===== src/rtl/load_req_sequencer_if.sv =====
// Pipeline-side and memory-side handshake bundle for the load request sequencer.
interface load_req_sequencer_if #(
  parameter int DATA_WIDTH = 64,
  parameter int ADDR_WIDTH = 64
);
  logic                  i_flush;
  logic                  i_req_valid;
  logic                  o_req_ready;
  logic [2:0]            i_func3;
  logic [ADDR_WIDTH-1:0] i_addr;
  logic                  o_mem_req_valid;
  logic                  i_mem_req_ready;
  logic [ADDR_WIDTH-1:0] o_mem_addr;
  logic                  i_mem_rsp_valid;
  logic [DATA_WIDTH-1:0] i_mem_rsp_data;
  logic                  i_mem_rsp_err;
  logic                  o_rsp_valid;
  logic [DATA_WIDTH-1:0] o_rsp_data;
  logic                  o_load_addr_ma;
  logic                  o_load_access_fault;
  logic                  o_load_illegal;
  logic                  o_busy;

  modport slave (
    input  i_flush, i_req_valid, i_func3, i_addr, i_mem_req_ready,
           i_mem_rsp_valid, i_mem_rsp_data, i_mem_rsp_err,
    output o_req_ready, o_mem_req_valid, o_mem_addr, o_rsp_valid, o_rsp_data,
           o_load_addr_ma, o_load_access_fault, o_load_illegal, o_busy
  );

  modport master (
    output i_flush, i_req_valid, i_func3, i_addr, i_mem_req_ready,
           i_mem_rsp_valid, i_mem_rsp_data, i_mem_rsp_err,
    input  o_req_ready, o_mem_req_valid, o_mem_addr, o_rsp_valid, o_rsp_data,
           o_load_addr_ma, o_load_access_fault, o_load_illegal, o_busy
  );
endinterface


===== src/rtl/load_req_sequencer.sv =====
// Issues one load at a time to a 64-bit read port, filters misaligned/illegal
// loads, times out silent memory and returns the extended result.
module load_req_sequencer #(
  parameter int DATA_WIDTH     = 64,
  parameter int ADDR_WIDTH     = 64,
  parameter int TIMEOUT_CYCLES = 255
) (
  input  logic                 i_clk,
  input  logic                 i_arst_n,
  load_req_sequencer_if.slave  bus
);
  localparam int CNT_W = (TIMEOUT_CYCLES > 2) ? $clog2(TIMEOUT_CYCLES) : 1;

  typedef enum logic [2:0] {S_IDLE, S_REQ, S_WAIT, S_DRAIN, S_DONE} state_t;

  state_t                state, state_nxt;
  logic [2:0]            func3_q;
  logic [ADDR_WIDTH-1:0] addr_q;
  logic [CNT_W-1:0]      cnt;
  logic [DATA_WIDTH-1:0] data_q;
  logic                  ma_q, af_q, ill_q;

  logic req_ready, accept, acc_ma, acc_ill, timeout, rsp_in;

  function automatic logic [DATA_WIDTH-1:0] fmt(input logic [2:0] f3, input logic [2:0] off,
                                                input logic [DATA_WIDTH-1:0] d);
    logic [7:0]  b;
    logic [15:0] h;
    logic [31:0] w;
    b = d[8*off +: 8];
    h = d[16*off[2:1] +: 16];
    w = off[2] ? d[63:32] : d[31:0];
    case (f3)
      3'b000:  fmt = {{(DATA_WIDTH-8){b[7]}}, b};
      3'b001:  fmt = {{(DATA_WIDTH-16){h[15]}}, h};
      3'b010:  fmt = {{(DATA_WIDTH-32){w[31]}}, w};
      3'b011:  fmt = d;
      3'b100:  fmt = {{(DATA_WIDTH-8){1'b0}}, b};
      3'b101:  fmt = {{(DATA_WIDTH-16){1'b0}}, h};
      3'b110:  fmt = {{(DATA_WIDTH-32){1'b0}}, w};
      default: fmt = '0;
    endcase
  endfunction

  assign req_ready = (state == S_IDLE) & ~bus.i_flush;
  assign accept    = bus.i_req_valid & req_ready;
  assign acc_ill   = (bus.i_func3 == 3'b111);
  assign timeout   = (cnt == CNT_W'(TIMEOUT_CYCLES - 1));
  assign rsp_in    = bus.i_mem_rsp_valid;

  always_comb begin
    acc_ma = 1'b0;
    case (bus.i_func3)
      3'b001, 3'b101: acc_ma = bus.i_addr[0];
      3'b010, 3'b110: acc_ma = |bus.i_addr[1:0];
      3'b011:         acc_ma = |bus.i_addr[2:0];
      default:        acc_ma = 1'b0;
    endcase
  end

  always_ff @(posedge i_clk or negedge i_arst_n) begin
    if (!i_arst_n) state <= S_IDLE;
    else           state <= state_nxt;
  end

  always_comb begin
    state_nxt           = state;
    bus.o_req_ready     = req_ready;
    bus.o_mem_req_valid = 1'b0;
    bus.o_rsp_valid     = 1'b0;
    bus.o_busy          = (state != S_IDLE);
    case (state)
      S_IDLE:  if (accept) state_nxt = (acc_ma | acc_ill) ? S_DONE : S_REQ;
      S_REQ: begin
        // flush wins over the handshake, so valid drops with it
        bus.o_mem_req_valid = ~bus.i_flush;
        if (bus.i_flush)              state_nxt = S_IDLE;
        else if (bus.i_mem_req_ready) state_nxt = S_WAIT;
      end
      S_WAIT: begin
        if (bus.i_flush)            state_nxt = (rsp_in | timeout) ? S_IDLE : S_DRAIN;
        else if (rsp_in | timeout)  state_nxt = S_DONE;
      end
      S_DRAIN: if (rsp_in | timeout) state_nxt = S_IDLE;
      S_DONE: begin
        bus.o_rsp_valid = ~bus.i_flush;
        state_nxt       = S_IDLE;
      end
      default: state_nxt = S_IDLE;
    endcase
  end

  always_ff @(posedge i_clk or negedge i_arst_n) begin
    if (!i_arst_n) begin
      func3_q <= '0;
      addr_q  <= '0;
      cnt     <= '0;
      data_q  <= '0;
      ma_q    <= 1'b0;
      af_q    <= 1'b0;
      ill_q   <= 1'b0;
    end else begin
      case (state)
        S_IDLE: if (accept) begin
          func3_q <= bus.i_func3;
          addr_q  <= bus.i_addr;
          ill_q   <= acc_ill;
          ma_q    <= acc_ma & ~acc_ill;
          af_q    <= 1'b0;
          data_q  <= '0;
        end
        S_REQ: if (!bus.i_flush && bus.i_mem_req_ready) cnt <= '0;
        S_WAIT, S_DRAIN: begin
          cnt <= cnt + 1'b1;
          // a response in the timeout cycle still counts as the real answer
          if (rsp_in) begin
            af_q   <= bus.i_mem_rsp_err;
            data_q <= bus.i_mem_rsp_err ? '0 : fmt(func3_q, addr_q[2:0], bus.i_mem_rsp_data);
          end else if (timeout) begin
            af_q   <= 1'b1;
            data_q <= '0;
          end
        end
        default: ;
      endcase
    end
  end

  assign bus.o_mem_addr          = {addr_q[ADDR_WIDTH-1:3], 3'b000};
  assign bus.o_rsp_data          = data_q;
  assign bus.o_load_addr_ma      = ma_q;
  assign bus.o_load_access_fault = af_q;
  assign bus.o_load_illegal      = ill_q;
endmodule


===== src/flat_wrapper.sv =====
// flat-port wrapper written by rule: the top's interface ports become plain ports
module load_req_sequencer_flat 
#(
  parameter int DATA_WIDTH     = 64,
  parameter int ADDR_WIDTH     = 64,
  parameter int TIMEOUT_CYCLES = 255
)
  (i_clk, i_arst_n, bus_i_flush, bus_i_req_valid, bus_i_func3, bus_i_addr, bus_i_mem_req_ready, bus_i_mem_rsp_valid, bus_i_mem_rsp_data, bus_i_mem_rsp_err, bus_o_req_ready, bus_o_mem_req_valid, bus_o_mem_addr, bus_o_rsp_valid, bus_o_rsp_data, bus_o_load_addr_ma, bus_o_load_access_fault, bus_o_load_illegal, bus_o_busy);
  load_req_sequencer_if #(.DATA_WIDTH(DATA_WIDTH), .ADDR_WIDTH(ADDR_WIDTH)) bus_i ();
  input  logic i_clk;
  input  logic i_arst_n;
  input wire logic [$bits(bus_i.i_flush)-1:0] bus_i_flush;
  input wire logic [$bits(bus_i.i_req_valid)-1:0] bus_i_req_valid;
  input wire logic [$bits(bus_i.i_func3)-1:0] bus_i_func3;
  input wire logic [$bits(bus_i.i_addr)-1:0] bus_i_addr;
  input wire logic [$bits(bus_i.i_mem_req_ready)-1:0] bus_i_mem_req_ready;
  input wire logic [$bits(bus_i.i_mem_rsp_valid)-1:0] bus_i_mem_rsp_valid;
  input wire logic [$bits(bus_i.i_mem_rsp_data)-1:0] bus_i_mem_rsp_data;
  input wire logic [$bits(bus_i.i_mem_rsp_err)-1:0] bus_i_mem_rsp_err;
  output wire logic [$bits(bus_i.o_req_ready)-1:0] bus_o_req_ready;
  output wire logic [$bits(bus_i.o_mem_req_valid)-1:0] bus_o_mem_req_valid;
  output wire logic [$bits(bus_i.o_mem_addr)-1:0] bus_o_mem_addr;
  output wire logic [$bits(bus_i.o_rsp_valid)-1:0] bus_o_rsp_valid;
  output wire logic [$bits(bus_i.o_rsp_data)-1:0] bus_o_rsp_data;
  output wire logic [$bits(bus_i.o_load_addr_ma)-1:0] bus_o_load_addr_ma;
  output wire logic [$bits(bus_i.o_load_access_fault)-1:0] bus_o_load_access_fault;
  output wire logic [$bits(bus_i.o_load_illegal)-1:0] bus_o_load_illegal;
  output wire logic [$bits(bus_i.o_busy)-1:0] bus_o_busy;
  assign bus_i.i_flush = bus_i_flush;
  assign bus_i.i_req_valid = bus_i_req_valid;
  assign bus_i.i_func3 = bus_i_func3;
  assign bus_i.i_addr = bus_i_addr;
  assign bus_i.i_mem_req_ready = bus_i_mem_req_ready;
  assign bus_i.i_mem_rsp_valid = bus_i_mem_rsp_valid;
  assign bus_i.i_mem_rsp_data = bus_i_mem_rsp_data;
  assign bus_i.i_mem_rsp_err = bus_i_mem_rsp_err;
  assign bus_o_req_ready = bus_i.o_req_ready;
  assign bus_o_mem_req_valid = bus_i.o_mem_req_valid;
  assign bus_o_mem_addr = bus_i.o_mem_addr;
  assign bus_o_rsp_valid = bus_i.o_rsp_valid;
  assign bus_o_rsp_data = bus_i.o_rsp_data;
  assign bus_o_load_addr_ma = bus_i.o_load_addr_ma;
  assign bus_o_load_access_fault = bus_i.o_load_access_fault;
  assign bus_o_load_illegal = bus_i.o_load_illegal;
  assign bus_o_busy = bus_i.o_busy;
  load_req_sequencer #(.DATA_WIDTH(DATA_WIDTH), .ADDR_WIDTH(ADDR_WIDTH), .TIMEOUT_CYCLES(TIMEOUT_CYCLES)) u_core (.i_clk(i_clk), .i_arst_n(i_arst_n), .bus(bus_i));
endmodule

===== config.mk =====
export PLATFORM = sky130hd
export DESIGN_NAME = load_req_sequencer_flat
export DESIGN_NICKNAME = d
export VERILOG_FILES = /design/src/rtl/load_req_sequencer_if.sv /design/src/rtl/load_req_sequencer.sv /design/src/flat_wrapper.sv
export SDC_FILE = /design/constraint.sdc
export NUM_CORES = 1
export LEC_CHECK = 0
export ABC_AREA = 1
export BUFFER_PORTS_ARGS = -buffer_cell sky130_fd_sc_hd__buf_4
export CAP_MARGIN = 20
export CORE_MARGIN = 2
export CORE_UTILIZATION = 50
export CTS_BUF_LIST = sky130_fd_sc_hd__clkbuf_16
export CTS_CLUSTER_SIZE = 10
export DETAILED_ROUTE_END_ITERATION = 6
export PLACE_DENSITY = 0.79
export SYNTH_ARGS = -nofsm -noshare
export SYNTH_HDL_FRONTEND = slang
export SYNTH_SLANG_ARGS = --single-unit

===== constraint.sdc =====
create_clock -name i_clk -period 4.6 [get_ports i_clk]
set_clock_uncertainty 0.2 [all_clocks]
set_input_delay 0.46 -clock i_clk [delete_from_list [all_inputs] [get_ports i_clk]]
set_output_delay 0.46 -clock i_clk [all_outputs]
set_load 0.02 [all_outputs]

==> results.toml, run 1 <==
[setup_path]
timing.critical_path.to_type = "register"
critical_path_class = "register to register"
crit_path_start_kind = "register"
cp.required_ns = 4.71
critical_path.reg2reg.startpoint = "u_core.addr_q[1]$_DFFE_PN0P_"
arrival_time_of_data_at_the_critical_path_endpoint_ns = 2.95
crit_path_start = "u_core.addr_q[1]$_DFFE_PN0P_"
cp_max_fo = 27

[global_route]
antenna_found_initial = 0
grt_use_total = 0.2677
grt_util_met2 = 0.4197
grt_busiest_layer = "met2"
grt_max_degree = 75
first_global_vias = 7269
use_met3 = 0.05939
global_route.usage.met1 = 0.3666
remaining_global_route_overflow = 0
grt_pass1_wl_mm = 37.61

[drt]
num_vias = 7923
remaining_drc_errors = 0
drt_pre_antenna_iters = 5
drtAntennaViolNets = 0
drt_first_iter_violations = 743
drt-total-wl_mm = 23.49
avgViaCountPerCell = 5.034
route.detailed.wl_per_inst_um = 14.92

[die]
dieWidth_um = 132.8
io_pins = 273
initial_core_util = 0.5052
die_height_um = 132.8
placeableCoreArea_um2 = 16410
floorplan.die_area_um2 = 17620
rows = 47

[timing]
period_minus_slack_ns = 2.833
timing.hold.ws_ns = 0.02324
slew_violations = 0
grt_setup_unrepaired = "false"
worst_tran_pin_value_ns = 0.9217
setup_total_negative_slack_ns = 0
final-hold-violation-count = 0
max_fclk_ghz = 0.3529
setup-violations-final = 0
final_min_period_over_clock_period = 0.6160
max_slew_margin = 0.3842

[power_and_ir_drop]
final_power_w = 0.006974
worst_ir_drop_vdd_mv = 0.4275
powerDensity_nw_per_um2 = 667.6
total_leakage_power_nw = 5.982

[synth]
synth.largest_area_cell = "sky130_fd_sc_hd__dfrtp_1"
synth-seq-cells = 145
synthArstFlopShare = 1.000
synth_warnings = 0
syn_area_per_cell_um2 = 7.121
synthFlopType = "sky130_fd_sc_hd__dfrtp_1"
synthTopCellsByArea = "sky130_fd_sc_hd__dfrtp_1 44%, sky130_fd_sc_hd__nand2_1 26%, sky130_fd_sc_hd__buf_4 6.6%"
post-synth-top-count-cell = "sky130_fd_sc_hd__nand2_1"
synth_cell_type_count = 37
synth-edff-count = 0
ys_seq_area_frac = 0.4377
synth.cell_area_um2 = 8289
synth_top_area_frac = 0.4377
netlist_top_cells_count = "580 x sky130_fd_sc_hd__nand2_1, 145 x sky130_fd_sc_hd__dfrtp_1, 73 x sky130_fd_sc_hd__buf_4, 73 x sky130_fd_sc_hd__nand3_1, 69 x sky130_fd_sc_hd__o21ai_0"
post_synth_inst_count = 1164

[job]
max_cap_violations = 0

[cts]
cts_buf_count = 17
numClockSinks = 145
clk_latency_ns = 0.42
clock_pin_transition_on_the_worst_setup_and_hold_timing_paths_ns = 0.07
root_cell_of_the_clock_tree = "sky130_fd_sc_hd__clkbuf_16"
htreeDepth = 4
post_cts.repair.setup_buffers = 0
longest_clk_path_bufs = 2
clock_tree_from_tritoncts = "done"

[final_layout]
insertedDiodeCount = 0
areaGrowthSynthToFinish_pct = 26.02
final_util = 0.6367
number_of_nets_in_the_final_layout = 1482
post_route_cells_drive_above_1_share = 0.2526
final_area_um2 = 10450

[placed_design]
place_area_um2 = 9854
io_buffer_count = 269
place.gp.congestion = 0.9159
hpwl_dp_mm = 16.99

[hold_path]
hold_start = "bus_i_addr[6]"
timing.hold.worst.class = "primary input to register"

[run_status]
run_status = "complete, no violations"
[through the flow]
| stage | instances | setup WS [ns] |
|---|---|---|
| detailed placement | 1542 | 1.850 |
| global route | 1574 | 1.560 |
| floorplan | 1166 | 2.719 |
| CTS | 1574 | 1.834 |
| finish | 1574 | 1.767 |
| global placement | 1542 | 1.923 |
[cell type report]
class,count,area [µm²]
fillers,1471,5961
multi-input cells,844,3633
flip-flops and latches,145,3630
repair buffers,282,2123
clock buffers,17,425.4
well taps,220,275.3
inverters,52,202.7
clock inverters,14,156.4
[power by group]
| part | total [W] | switching [W] | internal (W) |
|---|---|---|---|
| Sequential | 0.00207 | 0.000332 | 0.00174 |
| Clock | 0.00139 | 0.000585 | 0.000806 |
| Combinational | 0.00351 | 0.00222 | 0.00130 |
| Total | 0.00697 | 0.00313 | 0.00384 |
[logic make-up (layout without fill, tap and decap cells)]
family          Yosys count  in the layout  synth area share
compound gates          107            107           0.07230
xor+xnor                  3              3          0.003170
fa+ha+maj                 2              2          0.003018
buf+inv                 177            365            0.1263
flops                   145            145            0.4377
other cells               1              3         0.0004524
simple gates            729            729            0.3570
[metal layers]
layer	part of all wire	up-vias
met5	0	-
met4	0.029	0
met3	0.074	48
met2	0.47	329
met1	0.43	3625
li1	-	3921
[state kept, by name (all words and copies together) (netlist names)]
register / flops
u_core.bus.o_rsp_data: 64
u_core.func3_q: 3
u_core.state: 3
u_core.bus.o_load_access_fault: 1
u_core.bus.o_load_addr_ma: 1
u_core.addr_q: 64
u_core.bus.o_load_illegal: 1
u_core.cnt: 8
[critical path, cell delays in order (launching register included)]
cell and delay, ns:
sky130_fd_sc_hd__dfrtp_1 0.67, sky130_fd_sc_hd__inv_4 0.21, sky130_fd_sc_hd__nand2_1 0.15, sky130_fd_sc_hd__nand2_1 0.09
sky130_fd_sc_hd__nand2_1 0.08, sky130_fd_sc_hd__nand2_2 0.15, sky130_fd_sc_hd__a21oi_4 0.61, sky130_fd_sc_hd__buf_4 0.33
sky130_fd_sc_hd__nand3_1 0.11, sky130_fd_sc_hd__nand2_1 0.07, sky130_fd_sc_hd__nand2_1 0.05
[worst paths after layout]
check                      cells past startpoint  slack [ns]                                     to
max                                           10        1.77  u_core.bus.o_rsp_data[45]$_DFFE_PN0P_
min                                            3        0.02           u_core.addr_q[6]$_DFFE_PN0P_
max reg2reg                                   10        1.77  u_core.bus.o_rsp_data[45]$_DFFE_PN0P_
min reg2reg                                    2        0.28          u_core.addr_q[55]$_DFFE_PN0P_
max in group asynchronous                      3        2.80          u_core.addr_q[15]$_DFFE_PN0P_
min in group asynchronous                      2        0.40  u_core.bus.o_rsp_data[13]$_DFFE_PN0P_
[layout by cell type, fill, tap and decap left out, drive strengths merged]
cell type / instances
a21oi: 22
a22oi: 3
a311oi: 1
buf: 281
bufinv: 2
clkbuf: 17
clkinv: 4
clkinvlp: 2
conb: 3
dfrtp: 145
dlygate4sd3: 1
ha: 2
inv: 58
nand2: 585
nand3: 83
nand3b: 2
nand4: 2
nor2: 52
nor2b: 1
nor3: 2
nor4: 1
o211ai: 3
o21ai: 71
o22ai: 7
or2: 1
xor2: 3
[timing repair]
action / CTS / global route
hold endpoints to repair: 67 / 0
hold buffers: 1 / 0
resized for setup: 0 / 0
Note: power is estimated with default switching activity, not from simulation.
==> run 2: changes to the inputs <==
Clock period 4.6 ns to 2.7 ns, I/O delays scaled along.
==> results.toml, run 2 (synthesis results as in run 1) <==
[run_status]
run_status = "complete, no violations"

[drt]
drt_pre_antenna_iters = 5
route.detailed.wl_per_inst_um = 15.60
drt-total-wl_mm = 26.10
avgViaCountPerCell = 5.121
drtAntennaViolNets = 0
remaining_drc_errors = 0
num_vias = 8567
drt_first_iter_violations = 648

[power_and_ir_drop]
power.switching_fraction = 0.4499
worst_ir_drop_vdd_mv = 0.6254
share_of_power_burned_in_the_clock_network = 0.196
total_leakage_power_nw = 6.433
combinational_fraction_of_design_power = 0.511
powerDensity_nw_per_um2 = 1065
cell_internal_pwr_w = 0.006733
p_seq_frac = 0.293
netSwitchingPower_w = 0.005506

[final_layout]
final.fill_count = 1324
multiInputGateArea_um2 = 3633
post_layout_nonfiller_instances = 1673
layout_commonest_cell = "sky130_fd_sc_hd__nand2_1"
insertedDiodeCount = 0
areaGrowthSynthToFinish_pct = 38.63
mostFrequentLayoutCells = "578 x sky130_fd_sc_hd__nand2_1, 281 x sky130_fd_sc_hd__buf_4, 144 x sky130_fd_sc_hd__dfrtp_1"
layout.area.seq_um2 = 3630
number_of_nets_in_the_final_layout = 1580
post_route_cells_drive_above_1_share = 0.2409

[timing]
timing.hold.ws_ns = 0.008513
max_fclk_ghz = 0.4087
final-hold-violation-count = 0
slew_violations = 0
max_slew_margin = 0.5495
grt_setup_unrepaired = "false"
final_min_period_over_clock_period = 0.9062
setup_total_negative_slack_ns = 0
worst_tran_pin_value_ns = 0.6747
layout_setup_ws_ns = 0.2534
setup-violations-final = 0
period_minus_slack_ns = 2.447

[setup_path]
crit_path_start_kind = "register"
timing.critical_path.to_type = "register"
critical_path_class = "register to register"
r2r.worst_path.cells = 11
cp.required_ns = 2.81
arrival_time_of_data_at_the_critical_path_endpoint_ns = 2.56
cp_max_fo = 38

[placed_design]
place.gp.congestion = 0.9742
hpwl_dp_mm = 17.29
place_ws_ns = 0.3717
placedCellCount = 1548
io_buffer_count = 269

[cts]
htreeDepth = 4
clock_tree_from_tritoncts = "done"
cts_buf_count = 17
clk_latency_ns = 0.42
root_cell_of_the_clock_tree = "sky130_fd_sc_hd__clkbuf_16"
cts_resized = 0
longest_clk_path_bufs = 2
clock_pin_transition_on_the_worst_setup_and_hold_timing_paths_ns = 0.06
numClockSinks = 145

[global_route]
grt_pass1_wl_mm = 42.05
grt_use_total = 0.2974
remaining_global_route_overflow = 0
first_global_vias = 8281
antenna_found_initial = 0
grt_max_degree = 67

[die]
dieWidth_um = 132.8
floorplan.die_area_um2 = 17620
die_height_um = 132.8
io_pins = 273
rows = 47
initial_core_util = 0.5052
placeableCoreArea_um2 = 16410

[job]
max_cap_violations = 0

[hold_path]
min_path_cells = 5
timing.hold.worst.class = "primary input to register"
## run 2: final cells by class
class                   instances  share of cell area
multi-input cells             844              0.3162
flip-flops and latches        145              0.3159
repair buffers                380              0.2743
clock buffers                  17             0.03702
well taps                     220             0.02395
inverters                      52             0.01764
clock inverters                15             0.01503
## run 2: critical path, cell delays in order, from the launching register on
cell and delay, ns:
sky130_fd_sc_hd__dfrtp_1 0.65, sky130_fd_sc_hd__inv_4 0.13, sky130_fd_sc_hd__buf_4 0.22, sky130_fd_sc_hd__nand2_1 0.10
sky130_fd_sc_hd__nand3_1 0.07, sky130_fd_sc_hd__nand3_1 0.09, sky130_fd_sc_hd__nand2_1 0.08, sky130_fd_sc_hd__nand2_2 0.07
sky130_fd_sc_hd__buf_4 0.36, sky130_fd_sc_hd__nand3_1 0.15, sky130_fd_sc_hd__nand2_1 0.12, sky130_fd_sc_hd__nand2_1 0.06
## run 2: power groups by stage
stage                     Combinational, W  Clock, W  Sequential [W]
after detailed placement           0.00606         0         0.00357
after global placement             0.00596         0         0.00356
after global routing               0.00682   0.00253         0.00368
after floorplan                    0.00435         0         0.00369
final                              0.00625   0.00240         0.00358
after CTS                          0.00619   0.00245         0.00355
## run 2: path summary, 6_finish.rpt
| kind | start | end | slack, ns |
|---|---|---|---|
| setup / recovery | u_core.addr_q[1]$_DFFE_PN0P_ | u_core.bus.o_rsp_data[51]$_DFFE_PN0P_ | 0.25 |
| max in group asynchronous | i_arst_n | u_core.bus.o_rsp_data[40]$_DFFE_PN0P_ | 1.53 |
| setup reg to reg | u_core.addr_q[1]$_DFFE_PN0P_ | u_core.bus.o_rsp_data[51]$_DFFE_PN0P_ | 0.25 |
| min in group asynchronous | i_arst_n | u_core.cnt[2]$_DFFE_PN0P_ | 0.14 |
| hold / removal | bus_i_mem_rsp_data[53] | u_core.bus.o_rsp_data[53]$_DFFE_PN0P_ | 0.009 |
| hold reg to reg | u_core.bus.o_rsp_data[31]$_DFFE_PN0P_ | u_core.bus.o_rsp_data[31]$_DFFE_PN0P_ | 0.28 |
## run 2: layer usage
| layer | up-vias | track usage | routed length, µm |
|---|---|---|---|
| met4 | 0 | 0.1338 | 967 |
| met3 | 84 | 0.05326 | 1752 |
| li1 | 4120 | - | - |
| met5 | - | 0 | 0 |
| met2 | 398 | 0.4767 | 12480 |
| met1 | 3965 | 0.3957 | 10910 |
## run 2: metrics by stage
| step | power, W | utilization | instance area [µm²] |
|---|---|---|---|
| 6_report | 0.01224 | 0.7004 | 11490 |
| 5_1_grt | 0.01303 | 0.7004 | 11490 |
| 4_1_cts | 0.01219 | 0.7004 | 11490 |
| 3_5_place_dp | 0.009629 | 0.6072 | 9962 |
| 3_3_place_gp | 0.009521 | 0.6072 | 9962 |
| 2_1_floorplan | 0.008041 | - | 8297 |
## run 2: timing repair
item                                   4_1_cts  5_1_grt
buffers inserted                             0        0
endpoints found under the hold margin      182        0
hold buffers                                93        0
